[src/rtl/mips_pkg.sv]
// Shared definitions for the ID-stage decoder feeding the EX-stage ALU:
// ALUCode values, MIPS opcode/funct/REGIMM codes and the ID/EX bundle type.
// Optional feature macro: ILLEGAL_INSN_EN adds an "illegal" flag to the bundle.
package mips_pkg;

    localparam int DATA_W     = 32;
    localparam int REG_ADDR_W = 5;

    // ALUCode values understood by the EX-stage ALU
    localparam logic [4:0] ALU_ADD  = 5'b00000;
    localparam logic [4:0] ALU_AND  = 5'b00001;
    localparam logic [4:0] ALU_XOR  = 5'b00010;
    localparam logic [4:0] ALU_OR   = 5'b00011;
    localparam logic [4:0] ALU_NOR  = 5'b00100;
    localparam logic [4:0] ALU_SUB  = 5'b00101;
    localparam logic [4:0] ALU_ANDI = 5'b00110;
    localparam logic [4:0] ALU_XORI = 5'b00111;
    localparam logic [4:0] ALU_ORI  = 5'b01000;
    localparam logic [4:0] ALU_JR   = 5'b01001;
    localparam logic [4:0] ALU_BEQ  = 5'b01010;
    localparam logic [4:0] ALU_BNE  = 5'b01011;
    localparam logic [4:0] ALU_BGEZ = 5'b01100;
    localparam logic [4:0] ALU_BGTZ = 5'b01101;
    localparam logic [4:0] ALU_BLEZ = 5'b01110;
    localparam logic [4:0] ALU_BLTZ = 5'b01111;
    localparam logic [4:0] ALU_SLL  = 5'b10000;
    localparam logic [4:0] ALU_SRL  = 5'b10001;
    localparam logic [4:0] ALU_SRA  = 5'b10010;
    localparam logic [4:0] ALU_SLT  = 5'b10011;
    localparam logic [4:0] ALU_SLTU = 5'b10100;

    // Primary opcodes
    localparam logic [5:0] OP_RTYPE  = 6'h00;
    localparam logic [5:0] OP_REGIMM = 6'h01;
    localparam logic [5:0] OP_J      = 6'h02;
    localparam logic [5:0] OP_JAL    = 6'h03;
    localparam logic [5:0] OP_BEQ    = 6'h04;
    localparam logic [5:0] OP_BNE    = 6'h05;
    localparam logic [5:0] OP_BLEZ   = 6'h06;
    localparam logic [5:0] OP_BGTZ   = 6'h07;
    localparam logic [5:0] OP_ADDI   = 6'h08;
    localparam logic [5:0] OP_ADDIU  = 6'h09;
    localparam logic [5:0] OP_SLTI   = 6'h0A;
    localparam logic [5:0] OP_SLTIU  = 6'h0B;
    localparam logic [5:0] OP_ANDI   = 6'h0C;
    localparam logic [5:0] OP_ORI    = 6'h0D;
    localparam logic [5:0] OP_XORI   = 6'h0E;
    localparam logic [5:0] OP_LUI    = 6'h0F;
    localparam logic [5:0] OP_LW     = 6'h23;
    localparam logic [5:0] OP_SW     = 6'h2B;

    // R-type funct codes
    localparam logic [5:0] FN_SLL  = 6'h00;
    localparam logic [5:0] FN_SRL  = 6'h02;
    localparam logic [5:0] FN_SRA  = 6'h03;
    localparam logic [5:0] FN_SLLV = 6'h04;
    localparam logic [5:0] FN_SRLV = 6'h06;
    localparam logic [5:0] FN_SRAV = 6'h07;
    localparam logic [5:0] FN_JR   = 6'h08;
    localparam logic [5:0] FN_JALR = 6'h09;
    localparam logic [5:0] FN_ADD  = 6'h20;
    localparam logic [5:0] FN_ADDU = 6'h21;
    localparam logic [5:0] FN_SUB  = 6'h22;
    localparam logic [5:0] FN_SUBU = 6'h23;
    localparam logic [5:0] FN_AND  = 6'h24;
    localparam logic [5:0] FN_OR   = 6'h25;
    localparam logic [5:0] FN_XOR  = 6'h26;
    localparam logic [5:0] FN_NOR  = 6'h27;
    localparam logic [5:0] FN_SLT  = 6'h2A;
    localparam logic [5:0] FN_SLTU = 6'h2B;

    // REGIMM rt-field codes
    localparam logic [4:0] RI_BLTZ = 5'd0;
    localparam logic [4:0] RI_BGEZ = 5'd1;

    // Link register written by jal
    localparam logic [4:0] REG_RA = 5'd31;

    // Contents of the ID/EX pipeline register
    typedef struct packed {
        logic                  valid;
        logic [4:0]            alu_code;
        logic [DATA_W-1:0]     alu_a;
        logic [DATA_W-1:0]     alu_b;
        logic [REG_ADDR_W-1:0] wr_reg;
        logic                  reg_write;
        logic                  mem_read;
        logic                  mem_write;
        logic [DATA_W-1:0]     store_data;
        logic                  is_branch;
        logic                  ovf_chk;
`ifdef ILLEGAL_INSN_EN
        logic                  illegal;
`endif
    } id_ex_t;

    // A bubble is all-zero: invalid, ALUCode add, zero operands, no enables
    localparam id_ex_t ID_EX_BUBBLE = '0;

endpackage

[src/rtl/id_ex_decode_if.sv]
// ID -> EX bundle interface. The master side is the decode stage (drives
// ex_*), the slave side is the surrounding pipeline (drives id_* and hazards).
// Optional feature macro: ILLEGAL_INSN_EN adds ex_illegal.
interface id_ex_decode_if;
    import mips_pkg::*;

    logic                  id_valid;
    logic [DATA_W-1:0]     id_instr;
    logic [DATA_W-1:0]     id_rs_data;
    logic [DATA_W-1:0]     id_rt_data;
    logic [DATA_W-1:0]     id_pc_plus8;
    logic                  ex_hold;
    logic                  id_flush;

    logic                  ex_valid;
    logic [4:0]            ex_alu_code;
    logic [DATA_W-1:0]     ex_alu_a;
    logic [DATA_W-1:0]     ex_alu_b;
    logic [REG_ADDR_W-1:0] ex_wr_reg;
    logic                  ex_reg_write;
    logic                  ex_mem_read;
    logic                  ex_mem_write;
    logic [DATA_W-1:0]     ex_store_data;
    logic                  ex_is_branch;
    logic                  ex_ovf_chk;
`ifdef ILLEGAL_INSN_EN
    logic                  ex_illegal;
`endif

    modport master (
        input  id_valid, id_instr, id_rs_data, id_rt_data, id_pc_plus8,
        input  ex_hold, id_flush,
        output ex_valid, ex_alu_code, ex_alu_a, ex_alu_b, ex_wr_reg,
        output ex_reg_write, ex_mem_read, ex_mem_write, ex_store_data,
`ifdef ILLEGAL_INSN_EN
        output ex_illegal,
`endif
        output ex_is_branch, ex_ovf_chk
    );

    modport slave (
        output id_valid, id_instr, id_rs_data, id_rt_data, id_pc_plus8,
        output ex_hold, id_flush,
        input  ex_valid, ex_alu_code, ex_alu_a, ex_alu_b, ex_wr_reg,
        input  ex_reg_write, ex_mem_read, ex_mem_write, ex_store_data,
`ifdef ILLEGAL_INSN_EN
        input  ex_illegal,
`endif
        input  ex_is_branch, ex_ovf_chk
    );

endinterface

[src/rtl/mips_decoder.sv]
// Purely combinational MIPS instruction decoder: instruction word plus
// forwarded operands -> ID/EX bundle (ALUCode, operands, control enables).
// Unrecognised encodings become a NOP; with ILLEGAL_INSN_EN they are flagged.
module mips_decoder
    import mips_pkg::*;
(
    input  logic [DATA_W-1:0] instr,
    input  logic [DATA_W-1:0] rs_data,
    input  logic [DATA_W-1:0] rt_data,
    input  logic [DATA_W-1:0] pc_plus8,
    output id_ex_t            dec
);

    logic [5:0]        op_s;
    logic [5:0]        funct_s;
    logic [4:0]        rt_s;
    logic [4:0]        rd_s;
    logic [4:0]        shamt_s;
    logic [15:0]       imm_s;
    logic [DATA_W-1:0] imm_sx_s;
    logic [4:0]        wr_s;
    logic              wen_s;
    logic              bad_s;

    assign op_s     = instr[31:26];
    assign rt_s     = instr[20:16];
    assign rd_s     = instr[15:11];
    assign shamt_s  = instr[10:6];
    assign funct_s  = instr[5:0];
    assign imm_s    = instr[15:0];
    assign imm_sx_s = {{16{imm_s[15]}}, imm_s};

    // Decode op/funct/rt into the ALU bundle; writes to $0 never enable writeback
    always_comb begin
        dec          = ID_EX_BUBBLE;
        dec.valid    = 1'b1;
        dec.alu_code = ALU_ADD;
        wr_s         = 5'd0;
        wen_s        = 1'b0;
        bad_s        = 1'b0;

        case (op_s)
            OP_RTYPE: begin
                dec.alu_a = rs_data;
                dec.alu_b = rt_data;
                wr_s      = rd_s;
                wen_s     = 1'b1;
                case (funct_s)
                    FN_ADD:  begin dec.alu_code = ALU_ADD; dec.ovf_chk = 1'b1; end
                    FN_ADDU: dec.alu_code = ALU_ADD;
                    FN_SUB:  begin dec.alu_code = ALU_SUB; dec.ovf_chk = 1'b1; end
                    FN_SUBU: dec.alu_code = ALU_SUB;
                    FN_AND:  dec.alu_code = ALU_AND;
                    FN_OR:   dec.alu_code = ALU_OR;
                    FN_XOR:  dec.alu_code = ALU_XOR;
                    FN_NOR:  dec.alu_code = ALU_NOR;
                    FN_SLT:  dec.alu_code = ALU_SLT;
                    FN_SLTU: dec.alu_code = ALU_SLTU;
                    FN_JR: begin
                        dec.alu_code = ALU_JR;
                        wr_s         = 5'd0;
                        wen_s        = 1'b0;
                    end
                    FN_SLL:  begin dec.alu_code = ALU_SLL; dec.alu_a = {27'd0, shamt_s}; end
                    FN_SRL:  begin dec.alu_code = ALU_SRL; dec.alu_a = {27'd0, shamt_s}; end
                    FN_SRA:  begin dec.alu_code = ALU_SRA; dec.alu_a = {27'd0, shamt_s}; end
                    FN_SLLV: begin dec.alu_code = ALU_SLL; dec.alu_a = {27'd0, rs_data[4:0]}; end
                    FN_SRLV: begin dec.alu_code = ALU_SRL; dec.alu_a = {27'd0, rs_data[4:0]}; end
                    FN_SRAV: begin dec.alu_code = ALU_SRA; dec.alu_a = {27'd0, rs_data[4:0]}; end
                    FN_JALR: begin
                        dec.alu_code = ALU_ADD;
                        dec.alu_a    = pc_plus8;
                        dec.alu_b    = 32'd0;
                    end
                    default: bad_s = 1'b1;
                endcase
            end
            OP_REGIMM: begin
                dec.alu_a     = rs_data;
                dec.alu_b     = rt_data;
                dec.is_branch = 1'b1;
                case (rt_s)
                    RI_BLTZ: dec.alu_code = ALU_BLTZ;
                    RI_BGEZ: dec.alu_code = ALU_BGEZ;
                    default: bad_s = 1'b1;
                endcase
            end
            OP_BEQ, OP_BNE, OP_BLEZ, OP_BGTZ: begin
                dec.alu_a     = rs_data;
                dec.alu_b     = rt_data;
                dec.is_branch = 1'b1;
                case (op_s)
                    OP_BEQ:  dec.alu_code = ALU_BEQ;
                    OP_BNE:  dec.alu_code = ALU_BNE;
                    OP_BLEZ: dec.alu_code = ALU_BLEZ;
                    default: dec.alu_code = ALU_BGTZ;
                endcase
            end
            OP_J: begin
                dec.alu_code = ALU_ADD;
            end
            OP_JAL: begin
                dec.alu_code = ALU_ADD;
                dec.alu_a    = pc_plus8;
                dec.alu_b    = 32'd0;
                wr_s         = REG_RA;
                wen_s        = 1'b1;
            end
            OP_ADDI, OP_ADDIU, OP_SLTI, OP_SLTIU, OP_LW: begin
                dec.alu_a = rs_data;
                dec.alu_b = imm_sx_s;
                wr_s      = rt_s;
                wen_s     = 1'b1;
                case (op_s)
                    OP_ADDI: begin dec.alu_code = ALU_ADD; dec.ovf_chk = 1'b1; end
                    OP_SLTI:  dec.alu_code = ALU_SLT;
                    OP_SLTIU: dec.alu_code = ALU_SLTU;
                    OP_LW:   begin dec.alu_code = ALU_ADD; dec.mem_read = 1'b1; end
                    default:  dec.alu_code = ALU_ADD;
                endcase
            end
            OP_ANDI, OP_ORI, OP_XORI: begin
                dec.alu_a = rs_data;
                dec.alu_b = {16'h0000, imm_s};
                wr_s      = rt_s;
                wen_s     = 1'b1;
                case (op_s)
                    OP_ANDI: dec.alu_code = ALU_ANDI;
                    OP_ORI:  dec.alu_code = ALU_ORI;
                    default: dec.alu_code = ALU_XORI;
                endcase
            end
            OP_LUI: begin
                dec.alu_code = ALU_ADD;
                dec.alu_a    = 32'd0;
                dec.alu_b    = {imm_s, 16'h0000};
                wr_s         = rt_s;
                wen_s        = 1'b1;
            end
            OP_SW: begin
                dec.alu_code   = ALU_ADD;
                dec.alu_a      = rs_data;
                dec.alu_b      = imm_sx_s;
                dec.mem_write  = 1'b1;
                dec.store_data = rt_data;
            end
            default: bad_s = 1'b1;
        endcase

        if (bad_s) begin
            // NOP: valid, ALUCode add, zero operands, every enable off
            dec           = ID_EX_BUBBLE;
            dec.valid     = 1'b1;
            dec.wr_reg    = 5'd0;
            dec.reg_write = 1'b0;
        end else begin
            dec.wr_reg    = wr_s;
            dec.reg_write = wen_s & (wr_s != 5'd0);
        end

`ifdef ILLEGAL_INSN_EN
        dec.illegal = bad_s;
`endif
    end

endmodule

[src/rtl/id_ex_decode.sv]
// ID/EX pipeline register for the ALU interface. Decoding is delegated to
// mips_decoder; this level only applies reset > hold > flush/invalid > load.
// Optional feature macro: ILLEGAL_INSN_EN drives ex_illegal.
module id_ex_decode
    import mips_pkg::*;
(
    input  logic           clk,
    input  logic           reset,
    id_ex_decode_if.master bus
);

    id_ex_t dec_s;
    id_ex_t ex_d;
    id_ex_t ex_q;

    mips_decoder u_decoder (
        .instr    (bus.id_instr),
        .rs_data  (bus.id_rs_data),
        .rt_data  (bus.id_rt_data),
        .pc_plus8 (bus.id_pc_plus8),
        .dec      (dec_s)
    );

    // Next ID/EX contents: hold wins over flush, flush/invalid insert a bubble
    always_comb begin
        ex_d = ex_q;
        if (bus.ex_hold) begin
            ex_d = ex_q;
        end else if (bus.id_flush || !bus.id_valid) begin
            ex_d = ID_EX_BUBBLE;
        end else begin
            ex_d = dec_s;
        end
    end

    // ID/EX register; synchronous reset overrides hold and flush
    always_ff @(posedge clk) begin
        if (reset) begin
            ex_q <= ID_EX_BUBBLE;
        end else begin
            ex_q <= ex_d;
        end
    end

    assign bus.ex_valid      = ex_q.valid;
    assign bus.ex_alu_code   = ex_q.alu_code;
    assign bus.ex_alu_a      = ex_q.alu_a;
    assign bus.ex_alu_b      = ex_q.alu_b;
    assign bus.ex_wr_reg     = ex_q.wr_reg;
    assign bus.ex_reg_write  = ex_q.reg_write;
    assign bus.ex_mem_read   = ex_q.mem_read;
    assign bus.ex_mem_write  = ex_q.mem_write;
    assign bus.ex_store_data = ex_q.store_data;
    assign bus.ex_is_branch  = ex_q.is_branch;
    assign bus.ex_ovf_chk    = ex_q.ovf_chk;
`ifdef ILLEGAL_INSN_EN
    assign bus.ex_illegal    = ex_q.illegal;
`endif

endmodule

[src/flat_wrapper.sv]
// flat-port wrapper written by rule: the top's interface ports become plain ports
module id_ex_decode_flat import mips_pkg::*;
  (clk, reset, bus_id_valid, bus_id_instr, bus_id_rs_data, bus_id_rt_data, bus_id_pc_plus8, bus_ex_hold, bus_id_flush, bus_ex_valid, bus_ex_alu_code, bus_ex_alu_a, bus_ex_alu_b, bus_ex_wr_reg, bus_ex_reg_write, bus_ex_mem_read, bus_ex_mem_write, bus_ex_store_data, bus_ex_is_branch, bus_ex_ovf_chk);
  id_ex_decode_if bus_i ();
  input  logic clk;
  input  logic reset;
  input wire logic [$bits(bus_i.id_valid)-1:0] bus_id_valid;
  input wire logic [$bits(bus_i.id_instr)-1:0] bus_id_instr;
  input wire logic [$bits(bus_i.id_rs_data)-1:0] bus_id_rs_data;
  input wire logic [$bits(bus_i.id_rt_data)-1:0] bus_id_rt_data;
  input wire logic [$bits(bus_i.id_pc_plus8)-1:0] bus_id_pc_plus8;
  input wire logic [$bits(bus_i.ex_hold)-1:0] bus_ex_hold;
  input wire logic [$bits(bus_i.id_flush)-1:0] bus_id_flush;
  output wire logic [$bits(bus_i.ex_valid)-1:0] bus_ex_valid;
  output wire logic [$bits(bus_i.ex_alu_code)-1:0] bus_ex_alu_code;
  output wire logic [$bits(bus_i.ex_alu_a)-1:0] bus_ex_alu_a;
  output wire logic [$bits(bus_i.ex_alu_b)-1:0] bus_ex_alu_b;
  output wire logic [$bits(bus_i.ex_wr_reg)-1:0] bus_ex_wr_reg;
  output wire logic [$bits(bus_i.ex_reg_write)-1:0] bus_ex_reg_write;
  output wire logic [$bits(bus_i.ex_mem_read)-1:0] bus_ex_mem_read;
  output wire logic [$bits(bus_i.ex_mem_write)-1:0] bus_ex_mem_write;
  output wire logic [$bits(bus_i.ex_store_data)-1:0] bus_ex_store_data;
  output wire logic [$bits(bus_i.ex_is_branch)-1:0] bus_ex_is_branch;
  output wire logic [$bits(bus_i.ex_ovf_chk)-1:0] bus_ex_ovf_chk;
  assign bus_i.id_valid = bus_id_valid;
  assign bus_i.id_instr = bus_id_instr;
  assign bus_i.id_rs_data = bus_id_rs_data;
  assign bus_i.id_rt_data = bus_id_rt_data;
  assign bus_i.id_pc_plus8 = bus_id_pc_plus8;
  assign bus_i.ex_hold = bus_ex_hold;
  assign bus_i.id_flush = bus_id_flush;
  assign bus_ex_valid = bus_i.ex_valid;
  assign bus_ex_alu_code = bus_i.ex_alu_code;
  assign bus_ex_alu_a = bus_i.ex_alu_a;
  assign bus_ex_alu_b = bus_i.ex_alu_b;
  assign bus_ex_wr_reg = bus_i.ex_wr_reg;
  assign bus_ex_reg_write = bus_i.ex_reg_write;
  assign bus_ex_mem_read = bus_i.ex_mem_read;
  assign bus_ex_mem_write = bus_i.ex_mem_write;
  assign bus_ex_store_data = bus_i.ex_store_data;
  assign bus_ex_is_branch = bus_i.ex_is_branch;
  assign bus_ex_ovf_chk = bus_i.ex_ovf_chk;
  id_ex_decode u_core (.clk(clk), .reset(reset), .bus(bus_i));
endmodule
[config.mk]
export PLATFORM = sky130hd
export DESIGN_NAME = id_ex_decode_flat
export DESIGN_NICKNAME = d
export VERILOG_FILES = /design/src/rtl/mips_pkg.sv /design/src/rtl/id_ex_decode_if.sv /design/src/rtl/mips_decoder.sv /design/src/rtl/id_ex_decode.sv /design/src/flat_wrapper.sv
export SDC_FILE = /design/constraint.sdc
export NUM_CORES = 1
export LEC_CHECK = 0
export BUFFER_PORTS_ARGS = -buffer_cell sky130_fd_sc_hd__buf_2
export CAP_MARGIN = 20
export CORE_UTILIZATION = 48
export CTS_BUF_LIST = sky130_fd_sc_hd__clkbuf_8
export CTS_CLUSTER_SIZE = 30
export DETAILED_ROUTE_END_ITERATION = 12
export MAX_ROUTING_LAYER = met4
export PLACE_DENSITY = 0.78
export SLEW_MARGIN = 20
export SYNTH_ARGS = -nofsm -noshare
export SYNTH_HDL_FRONTEND = slang
export SYNTH_HIERARCHICAL = 1
export SYNTH_SLANG_ARGS = --single-unit
[constraint.sdc]
create_clock -name clk -period 2 [get_ports clk]
set_clock_uncertainty 0.1 [all_clocks]
set_input_delay 0.2 -clock clk [delete_from_list [all_inputs] [get_ports clk]]
set_output_delay 0.2 -clock clk [all_outputs]
set_load 0.1 [all_outputs]
* Yosys cells after proc, flatten, opt, wreduce, memory -nomap -nowiden *
Cells that the tools add are included.

operators by class
  $add $sub $neg = 0
  $lt $le $gt $ge = 0
  multiplexer cells = 27
  $mul = 0
  bitwise logic cells = 1
  shifts and indexed selects = 0
  equal/unequal tests = 35
  reduce and logical (&&, ||, !) cells = 23
  div/mod/pow operators = 0

operators by type and width
  operator            number
  $pmux 64 s6         1
  $mux 112            1
  $pmux 32 s3         1
  $eq 6x6->1 const B  12
  $mux 69             1
  $eq 6x4->1 const B  10
  $pmux 5 s11         1
  $eq 6x3->1 const B  7
  $mux 36             1
  $mux 33             1
  $mux 32             1
  $pmux 5 s5          1
  $eq 6x2->1 const B  4
  $reduce_or 18->1    1
  $pmux 4 s2          2
  $reduce_or 16->1    1
  $pmux 5 s3          1
  $logic_not 6->1     2
  $reduce_or 2->1     6
  $pmux 5 s2          1
  $reduce_or 10->1    1
  $reduce_or 5->1     2
  $pmux 3 s3          1
  $reduce_or 3->1     3
  15 further kinds    23

storage, ports and cells
  bits in latches = 0
  memories = 0
  bits of input ports = 133
  bits in writable memories = 0
  memory bits (read-only) = 0
  output and inout bits = 112
  bits in registers = 112

* Longest topological paths before layout *
  word-level depth = 7
  gate-level depth with buffers = 10
  depth with buffers taken out = 7

* Cells and area by module *
The synthesis kept the hierarchy.

modules (own cells, without submodules)
  module        cells an instance  area each (um^2)  seq. area each (um^2)  instances
  id_ex_decode  508                5107.4            2242.2                 1
  mips_decoder  370                2069.5            0.0                    1

* Least setup slack after synthesis *
No wires, ideal clock.

  path type = input to register
  start = input port bus_id_instr[29]
  end = register u_core.ex_q, in the netlist u_core/bus.ex_alu_code[1]
  slack = -0.033 ns
  buffers on the path = 2
  library setup time = 0.070 ns
  data arrival time = 1.863 ns
  stages = 9
  cell sequence = buf_6 > nor4_4 > nand2_2 > buf_6 > or2_4 > or4_1 > nand4_1 > nand4bb_1 > a21oi_1

RTL lines
  item                    line                text
  start: declaration      flat_wrapper.sv:8   input wire logic [$bits(bus_i.id_instr)-1:0] bus_id_instr;
  end signal: assignment  id_ex_decode.sv:39  ex_q <= ID_EX_BUBBLE;
  end signal: assignment  id_ex_decode.sv:41  ex_q <= ex_d;
  end: declaration        id_ex_decode.sv:14  id_ex_t ex_q;

==> out/metrics.cfg <==
[status]
status = completed

[timing]
fin_crit_ns = 1.847
period_share = 0.9237
worstMarginPinSlew_ns = 0.8558
rsz0062_at_grt = no
fmaxAchievable_mhz = 541.3
hold_violations = 0
slew_headroom = 0.4204
slew_violations = 0
fin_setup_tns_ns = 0
fin_ws_ns = 0.1527
hold_slack_ns = 0.06981
setup_viol = 0

[final_layout]
fin_area_um2 = 9123
nets = 1246
diodes = 0
final_util = 0.6277
syn_to_final_growth_pct = 27.11
drive_gt1_frac = 0.3864

[global_route]
grt.overflow.total = 0
track_usage = 0.3024
grt_pass1_vias = 7115
antenna_found_initial = 0
grt_pass1_wl_um = 36780
grt_max_degree = 113

[synth]
synth_edf_count = 0
synth.distinct_cells = 52
postSynthAreaPerCell_um2 = 8.174
synthesis.nets = 1011
synth-seq-area-share = 0.3124
ys_ff_latch = 112
synth_ff_type = dfxtp_1
netlist_area_um2 = 7177
ys_warn_count = 6
synthArstFlopShare = 0
syn_inst = 878

[clock_network]
h-tree-depth = 3
clock_sinks = 112
cts_root_buffer = clkbuf_8
cts_buffer_depth = 2
cts_tree = built
cts.reportedPaths.clkPinSlew_ns = 0.11
clk_latency_ns = 0.40
cts_made_buffers = 9
cts.repair.resized = 0
hold_buffers = 0
cts_setup_buffers = 0

[routing]
first_pass_iters = 6
viasPerCell = 5.788
wl_per_cell_um = 17.72
via_count = 7536
ant_nets = 0
wl_um = 23070
drc = 0
detail_route.iter0.violations = 582

[floorplan]
die_w_um = 124.3
die-area_um2 = 15440
start_util = 0.4938
core_area_um2 = 14530
pin_count = 245
floorplan.rows = 44
die_y_um = 124.3

[setup_path]
arrival_ns = 2.08
end_kind = flip-flop
path_class = primary input to flip-flop
r2r_slack_ns = 1.21
cp-start-kind = primary input
required_ns = 2.24
reg2reg_depth = 2
cp_max_fo = 31

[placement]
detailed_place_hpwl_um = 16270
placement.cell_area_um2 = 8944
place_ws_ns = -0.2616
io_buffers = 239
gp_congestion = 0.8980

[pwr]
p_leak_nw = 3.448
powerDensity_nw_per_um2 = 489.2
vdd_drop_max_v = 0.0002910

[hold_path]
worstHoldPathType = primary input to flip-flop
hold_depth = 3

[run]
cap_violations = 0

==> cells in the mapped netlist (all sizes together) (2+ instances only) <==
| master | instances | area share |
|---|---|---|
| clkbuf | 60 | 0.031 |
| a21o | 2 | 0.0021 |
| nor4b | 3 | 0.0037 |
| a21boi | 2 | 0.0021 |
| o221ai | 2 | 0.0024 |
| nor2b | 4 | 0.0035 |
| nor3b | 2 | 0.0021 |
| o2111ai | 2 | 0.0024 |
| nand4bb | 112 | 0.18 |
| o311ai | 2 | 0.0049 |
| inv | 2 | 0.0010 |
| or4 | 3 | 0.0031 |
| a31oi | 18 | 0.017 |
| a21oi | 158 | 0.13 |
| nand2 | 186 | 0.11 |
| or3 | 2 | 0.0017 |
| nand4b | 2 | 0.0024 |
| a22oi | 25 | 0.026 |
| o41ai | 2 | 0.0024 |
| nor2 | 28 | 0.015 |
| buf | 38 | 0.051 |
| and2 | 35 | 0.031 |
| dfxtp | 112 | 0.31 |
| nand3 | 5 | 0.0035 |
| mux2i | 3 | 0.0042 |
| o211ai | 2 | 0.0021 |
| o21ai | 45 | 0.031 |
| nor3 | 5 | 0.0035 |
| nand2b | 3 | 0.0026 |
==> cell type report <==
type | instances | area, um2
repair buffers | 322 | 2093
clock buffers | 9 | 123.9
well taps | 184 | 230.2
inverters | 2 | 7.507
clock inverters | 7 | 55.05
multi-input cells | 666 | 4370
fillers | 1342 | 5411
flip-flops and latches | 112 | 2242
==> per-layer routing <==
metal / track usage / wire [um]
met1: 0.3866 / 10210
met2: 0.4628 / 10610
met3: 0.03823 / 1234
met4: 0.1673 / 1023
met5: - / 0
==> stage by stage <==
| step | std cells | total power (W) |
|---|---|---|
| floorplan | 878 | 0.002817 |
| global placement | 1286 | 0.003173 |
| detailed placement | 1286 | 0.003180 |
| CTS | 1302 | 0.004486 |
| global route | 1302 | 0.004641 |
| finish | 1302 | 0.004463 |
==> power by group <==
part | internal [W] | switching [W]
Clock | 0.000468 | 0.000856
Sequential | 0.00224 | 0.00000348
Combinational | 0.000384 | 0.000517
==> placed cells by master, fill, tap and decap left out, types with 3 or more instances in the layout <==
master / n
buf_2: 236
nand2_1: 145
a21oi_1: 116
nand4bb_1: 112
dfxtp_1: 112
buf_4: 64
o21ai_0: 43
a21oi_2: 42
nand2_2: 41
and2_1: 34
nor2_1: 28
a22oi_1: 25
buf_12: 21
a31oi_1: 17
clkbuf_8: 9
nand3_1: 5
nor3_1: 5
nor2b_1: 4
nand2b_1: 3
mux2i_1: 3
nor4b_1: 3
or4_1: 3
==> path summary, 6_finish.rpt <==
kind	from	end
worst max-delay path	bus_id_instr[17]	u_core/bus.ex_alu_a[24]$_SDFFE_PP0N_
worst min-delay path	bus_ex_hold	u_core/bus.ex_alu_b[11]$_SDFFE_PP0N_
worst max register to register	u_core/bus.ex_alu_b[13]$_SDFFE_PP0N_	u_core/bus.ex_alu_b[13]$_SDFFE_PP0N_
worst min register to register	u_core/bus.ex_alu_code[1]$_SDFFE_PP0N_	u_core/bus.ex_alu_code[1]$_SDFFE_PP0N_
==> critical path, stage by stage <==
cell and delay (ns):
buf_2 0.10, or4_1 0.59, a31oi_2 0.29, o311ai_4 0.16, buf_12 0.19, buf_12 0.14
a21oi_1 0.13, nand4bb_1 0.14, a21oi_2 0.13
==> cells by family after synthesis <==
group,Yosys count,share of synthesized area
AND/OR/NAND/NOR,395,0.3663
AO/OA/AOI/OAI,265,0.2303
flip-flops,112,0.3124
buffers and inverters,100,0.08351
multiplexers,4,0.005753
XOR/XNOR,1,0.001221
other,1,0.0005225
Power figures use the tool's default switching activity.
